==> src/rtl/toggle_port_responder.sv <==
// Memory-side responder for the toggle req/ack port: one memory word cycle per req toggle, then ack toggles.
// Optional watchdog on the memory handshake is enabled by defining TPR_TIMEOUT_EN.
module toggle_port_responder #(
    parameter int unsigned AW          = 23,
    parameter int unsigned DW          = 16,
    parameter int unsigned SYNC_STAGES = 2,
    parameter int unsigned TIMEOUT     = 255
) (
    input  logic          clk_sys,
    input  logic          reset_n,
    input  logic          port_req,
    output logic          port_ack,
    input  logic [AW-1:0] port_a,
    input  logic [DW/8-1:0] port_ds,
    input  logic          port_we,
    input  logic [DW-1:0] port_d,
    output logic [DW-1:0] port_q,
    output logic          mem_cs,
    input  logic          mem_gnt,
    input  logic          mem_rdy,
    output logic [AW-1:0] mem_addr,
    output logic          mem_we,
    output logic [DW/8-1:0] mem_be,
    output logic [DW-1:0] mem_d,
    input  logic [DW-1:0] mem_q,
    output logic          busy,
    output logic          err
);

    localparam int unsigned BW = DW / 8;

    // Reject parameter sets the datapath cannot support.
    if (SYNC_STAGES < 2 || (DW != 16 && DW != 32) || TIMEOUT > 255) begin : g_param_check
        $error("toggle_port_responder: unsupported parameter set");
    end

    typedef enum logic [2:0] {
        S_IDLE  = 3'd0,
        S_CAPT  = 3'd1,
        S_ISSUE = 3'd2,
        S_WAIT  = 3'd3,
        S_DONE  = 3'd4
    } state_t;

    state_t                 state, state_d;
    logic [SYNC_STAGES-1:0] req_sync;
    logic                   req_s;
    logic                   pending_c;

    logic                   port_ack_d;
    logic [DW-1:0]          port_q_d;
    logic                   mem_cs_d;
    logic [AW-1:0]          mem_addr_d;
    logic                   mem_we_d;
    logic [BW-1:0]          mem_be_d;
    logic [DW-1:0]          mem_d_d;
    logic                   busy_d;

`ifdef TPR_TIMEOUT_EN
    logic [7:0]             cnt, cnt_d;
    logic                   err_q, err_d;
    assign err = err_q;
`else
    assign err = 1'b0;
`endif

    // Bring the initiator's req toggle into this clock domain.
    always_ff @(posedge clk_sys or negedge reset_n) begin
        if (!reset_n) begin
            req_sync <= '0;
        end else begin
            req_sync <= {req_sync[SYNC_STAGES-2:0], port_req};
        end
    end

    assign req_s     = req_sync[SYNC_STAGES-1];
    assign pending_c = req_s ^ port_ack;

    // State and registered outputs.
    always_ff @(posedge clk_sys or negedge reset_n) begin
        if (!reset_n) begin
            state    <= S_IDLE;
            port_ack <= 1'b0;
            port_q   <= '0;
            mem_cs   <= 1'b0;
            mem_addr <= '0;
            mem_we   <= 1'b0;
            mem_be   <= '0;
            mem_d    <= '0;
            busy     <= 1'b0;
`ifdef TPR_TIMEOUT_EN
            cnt      <= '0;
            err_q    <= 1'b0;
`endif
        end else begin
            state    <= state_d;
            port_ack <= port_ack_d;
            port_q   <= port_q_d;
            mem_cs   <= mem_cs_d;
            mem_addr <= mem_addr_d;
            mem_we   <= mem_we_d;
            mem_be   <= mem_be_d;
            mem_d    <= mem_d_d;
            busy     <= busy_d;
`ifdef TPR_TIMEOUT_EN
            cnt      <= cnt_d;
            err_q    <= err_d;
`endif
        end
    end

    // Next-state and next-output logic.
    always_comb begin
        state_d    = state;
        port_ack_d = port_ack;
        port_q_d   = port_q;
        mem_addr_d = mem_addr;
        mem_we_d   = mem_we;
        mem_be_d   = mem_be;
        mem_d_d    = mem_d;
`ifdef TPR_TIMEOUT_EN
        cnt_d      = cnt;
        err_d      = err_q;
`endif

        case (state)
            S_IDLE: begin
                if (pending_c) begin
                    state_d = S_CAPT;
                end
            end
            S_CAPT: begin
                mem_addr_d = port_a;
                mem_d_d    = port_d;
                mem_we_d   = port_we;
                mem_be_d   = port_we ? port_ds : {BW{1'b1}};
`ifdef TPR_TIMEOUT_EN
                cnt_d      = '0;
`endif
                // A write with no lanes enabled completes without touching memory.
                if (port_we && (port_ds == '0)) begin
                    state_d = S_DONE;
                end else begin
                    state_d = S_ISSUE;
                end
            end
            S_ISSUE: begin
                if (mem_gnt) begin
                    if (mem_rdy) begin
                        if (!mem_we) begin
                            port_q_d = mem_q;
                        end
                        state_d = S_DONE;
                    end else begin
                        state_d = S_WAIT;
                    end
                end
            end
            S_WAIT: begin
                if (mem_rdy) begin
                    if (!mem_we) begin
                        port_q_d = mem_q;
                    end
                    state_d = S_DONE;
                end
            end
            S_DONE: begin
                port_ack_d = ~port_ack;
                state_d    = S_IDLE;
            end
            default: begin
                state_d = S_IDLE;
            end
        endcase

`ifdef TPR_TIMEOUT_EN
        // Watchdog: abandon a stalled memory cycle and flag it.
        if ((state == S_ISSUE || state == S_WAIT) && state_d != S_DONE) begin
            if (cnt == 8'(TIMEOUT)) begin
                state_d = S_DONE;
                err_d   = 1'b1;
                if (!mem_we) begin
                    port_q_d = {(DW/16){16'hDEAD}};
                end
            end else begin
                cnt_d = cnt + 8'd1;
            end
        end
`endif

        mem_cs_d = (state_d == S_ISSUE);
        busy_d   = (state_d != S_IDLE);
    end

endmodule
==> config.mk <==
export PLATFORM = sky130hd
export DESIGN_NAME = toggle_port_responder
export DESIGN_NICKNAME = d
export VERILOG_FILES = /design/src/rtl/toggle_port_responder.sv
export SDC_FILE = /design/constraint.sdc
export NUM_CORES = 1
export LEC_CHECK = 0
export CORE_AREA = 2 2 112 60
export CTS_CLUSTER_DIAMETER = 30
export DETAILED_ROUTE_END_ITERATION = 7
export DIE_AREA = 0 0 114 62
export HOLD_SLACK_MARGIN = 0.06
export PLACE_DENSITY = 0.89
export SYNTH_ARGS = -nofsm -noshare
export SYNTH_HDL_FRONTEND = slang
export SYNTH_SLANG_ARGS = --single-unit
export TNS_END_PERCENT = 50
==> constraint.sdc <==
create_clock -name clk_sys -period 3.6 [get_ports clk_sys]
set_clock_uncertainty 0.05 [all_clocks]
set_input_delay 0.9 -clock clk_sys [delete_from_list [all_inputs] [get_ports clk_sys]]
set_output_delay 0.9 -clock clk_sys [all_outputs]
set_load 0.1 [all_outputs]
# Yosys cells after proc, flatten, opt, wreduce, memory -nomap -nowiden

Cells that the tools add are included.

Equal/unequal tests: 6
Multiplexer cells: 11
Bitwise operators: 2
Reductions and logical operators: 6

Operators by type and width:

| operator                                      | number |
|---|---|
| 2-to-1 mux 16 bit                             | 3 |
| case mux 16 bit (2 select lines)              | 1 |
| 2-to-1 mux 3 bit                              | 5 |
| case mux 3 bit (4 select lines)               | 1 |
| == test 3 x 2 -> 1 bit, second input constant | 3 |
| == test 3 x 1 -> 1 bit, second input constant | 1 |
| == test 3 bit, second input constant          | 1 |
| zero test 3 bit                               | 1 |
| nonzero test 3 bit                            | 1 |
| zero test 2 bit                               | 1 |
| 2-to-1 mux 2 bit                              | 1 |
| != test 2 bit, second input constant          | 1 |
| AND reduction 2 bit                           | 1 |
| nonzero test 2 bit                            | 1 |
| logical AND 1 bit                             | 1 |
| inverter 1 bit                                | 1 |
| bitwise XOR 1 bit                             | 1 |

Register bits after elaboration: 66
Input bits: 63
Output and inout port bits: 62
Logic and storage cells: 35

# Longest topological paths before layout

Depth after elaboration: 5
Depth in mapped cells: 5
Mapped depth without buffers: 3

# Least setup slack after synthesis

OpenSTA, ideal clock, no wires.

Path type: register to output
From: register port_ack
To: output port port_ack
Data arrival time: 0.938 ns
Data required time: 2.650 ns
Path slack: 1.712 ns
Stages on the path, launching flop included: 1
Buffers on the path: 0
Cell sequence: dfrtp_1

RTL lines:

| what                   | RTL line | source |
|---|---|---|
| start, declared        | 12       | `output logic port_ack,` |
| start signal, assigned | 97       | `port_ack <= port_ack_d;` |

No word-level cell between the ends.

# Worst setup path after layout

From: input port mem_rdy
To: register port_q[2]

Word-level cells in the longest chain between the ends: 3

Ends and longest elaborated chain:

| what                               | RTL line | source |
|---|---|---|
| start, declared                    | 20       | `input logic mem_rdy,` |
| 2-to-1 mux 16 bit *                | --       |  |
| 2-to-1 mux 16 bit                  | --       |  |
| case mux 16 bit (2 select lines) * | --       |  |
| end signal, assigned               | 98       | `port_q <= port_q_d;` |
| end, declared                      | 17       | `output logic [DW-1:0] port_q,` |

Mark *: on every way between the ends. The rest lies on a longest branch, timed or not. The select of a mux whose other input is x is not followed.
A chain may end at the register's enable or synchronous reset.

==> summary.txt <==
Run status
  – Status: complete, no violations

Cells and area
  – Most frequent cells in the layout: dfrtp_1, buf_4, clkdlybuf4s50_1, mux2_2, clkbuf_16
  – Nets: 350
  – # fillers: 495
  – Ant. Diodes: 0
  – Most common cell after layout, fill and taps aside: dfrtp_1
  – Final Instance Count excl. Fillers: 372
  – Final Util: 63.2%
  – Area grow syn2layout: 55.7%
  – Layout cell share with drive strength beyond 1: 46.6%

Detailed routing
  – Routed wire length: 5430 um
  – Iter 0 DRT Violations: 37
  – DRT antenna net count: 0
  – Vias: 1741
  – Drt pass-1 iters: 3
  – DR vias/cell: 4.68
  – DRC viols: 0
  – Routed len/inst: 14.6 um

Critical path
  – R2R Path End: mem_addr[22]$_DFFE_PN0N_
  – Nature of the critical path endpoint: register
  – Req. time, crit path: 3.76 ns
  – Arr. time, crit path: 2.30 ns
  – WS Path Type: in2reg
  – CP Launch Type: primary input
  – Crit Path Max Fanout: 16
  – Reg2reg setup slack: 1.50 ns
  – R2r startpoint: state[1]$_DFF_PN0_
  – Reg2Reg Depth: 3

Min path
  – Hold Crit Endpoint: req_sync[1]$_DFF_PN0_
  – Hold_sp: req_sync[0]$_DFF_PN0_
  – Worst min path class: reg2reg
  – Worst hold stages: 0

Global route
  – Total Routing Usage GR: 16.7%
  – Vias in the first global route: 1787
  – Initial antenna violation count: 0
  – Total gr overflow: 0
  – First-pass GRT wire length: 8650 um
  – Largest net degree at the start of global routing: 67

CTS
  – Post-cts hold buffer count: 0
  – Worst-path clk slew: 0.05 ns
  – Cts bufs inserted: 9
  – CTS tree: done
  – Worst-Skew Late Latency: 0.32 ns
  – CTS HTree Levels: 3
  – Clock root buffer: clkbuf_16
  – Clock tree buffer depth: 2
  – Post-CTS setup buffers: 0
  – Clock sink total: 66
  – Post-CTS sizing: 0

STA
  – Final period util: 59.5%
  – Final setup fails: 0
  – Final hold violations: 0
  – Tmin final: 2.14 ns
  – Slew at the pin closest to its max-slew limit: 0.821 ns
  – RSZ-0062 raised after global routing: no
  – Fin. max-slew vios: 0
  – Fmax: 0.467 GHz
  – Final TNS setup: 0 ns
  – Minimum hold slack: 0.303 ns
  – Relative slew slack: 45.3%

Job
  – Max_cap viols: 0

Yosys
  – Cells after synthesis: 159
  – Yosys reg bits: 66
  – Synth warnings: 0
  – Register area share after synthesis: 65.1%
  – Mean area per synthesized cell: 16.0 sq um
  – Netlist cell types: 24
  – Syn Std Cell Area: 0.00254 sq mm
  – Synthesized net count: 222

Placed design
  – Dpl hpwl: 3970 um
  – Gpl congestion: 0.722
  – DP Cell Count: 356
  – # port buffers: 123

Floorplan
  – Die area: 0.00707 sq mm
  – Die width: 114 um
  – Core area: 0.00625 sq mm
  – Die Y: 62 um
  – Row count: 21
  – Io pins: 125
  – Initial Utilization: 40.6%
Yosys cell counts (all sizes together):
| cell type | count | area share, % |
|---|---|---|
| a21oi | 3 | 0.59 |
| a22oi | 1 | 0.30 |
| inv | 1 | 0.15 |
| xor2 | 1 | 0.35 |
| buf | 8 | 3.0 |
| o21a | 1 | 0.30 |
| a31oi | 1 | 0.25 |
| nand3 | 1 | 0.39 |
| nor2b | 1 | 0.25 |
| dfrtp | 66 | 65 |
| nor2 | 6 | 0.89 |
| nand2b | 2 | 0.49 |
| nor3 | 1 | 0.20 |
| o21ai | 1 | 0.20 |
| or3b | 1 | 0.35 |
| nand2 | 3 | 0.44 |
| mux2 | 57 | 25 |
| xnor2 | 1 | 0.35 |
| conb | 1 | 0.15 |
| nor3b | 2 | 1.0 |
cell type report:
cell class	count	area (sq um)	share of cell area, %
Sequential cell	66	1650	41.8
Timing Repair Buffer	125	1090	27.5
Inverter	1	3.75	0.0949
Clock inverter	1	5.00	0.127
Multi-Input combinational cell	84	807	20.4
Tap cell	80	100	2.53
Clock buffer	15	298	7.53
layer usage:
layer | up-vias | part of all wire [%] | track usage (%)
met3 | 8 | 12 | 9.89
met1 | 837 | 43 | 20.6
met2 | 86 | 43 | 24.2
li1 | 810 | - | -
met5 | - | 0 | 0
met4 | 0 | 1.4 | 6.79
cell families (layout without fill, tap and decap cells):
| group | Yosys count | after routing | synth area share, % |
|---|---|---|---|
| AND/OR/NAND/NOR | 17 | 17 | 4.04 |
| XOR/XNOR | 2 | 2 | 0.690 |
| flip-flops | 66 | 66 | 65.1 |
| multiplexers | 57 | 57 | 25.3 |
| other | 1 | 1 | 0.148 |
| AO/OA/AOI/OAI | 7 | 7 | 1.63 |
| buffers and inverters | 9 | 142 | 3.15 |
how the worst max path moves through the flow:
stage,slack [ns],endpoint,cells past startpoint,from
2_1_floorplan,1.71,port_ack,0,port_ack$_DFFE_PN0N_
3_3_place_gp,1.13,port_q[5]$_DFFE_PN0P_,4,mem_gnt
3_5_place_dp,1.10,port_q[2]$_DFFE_PN0P_,4,mem_rdy
6_report,1.46,port_q[2]$_DFFE_PN0P_,4,mem_rdy
5_1_grt,1.33,mem_addr[2]$_DFFE_PN0N_,3,state[1]$_DFF_PN0_
4_1_cts,1.44,port_q[2]$_DFFE_PN0P_,4,mem_rdy
state kept, by name, summed over array words and instances, names as in the netlist:
register  cells
busy          1
mem_addr     23
mem_be        2
mem_cs        1
mem_d        16
mem_we        1
port_ack      1
port_q       16
req_sync      2
state         3
critical path: stages:
cell	delay [ns]
clkdlybuf4s50_1	0.48
o21a_1	0.17
nand3_2	0.34
mux2_2	0.40
metrics by stage:
step	setup slack (ns)	instance area, sq um
2_1_floorplan	1.71	2540
3_3_place_gp	1.13	3650
3_5_place_dp	1.10	3650
4_1_cts	1.44	3950
5_1_grt	1.33	3950
6_report	1.46	3950
Power is not shown: default switching activity piles up to over one toggle a cycle in this logic, so the estimate is an artifact.
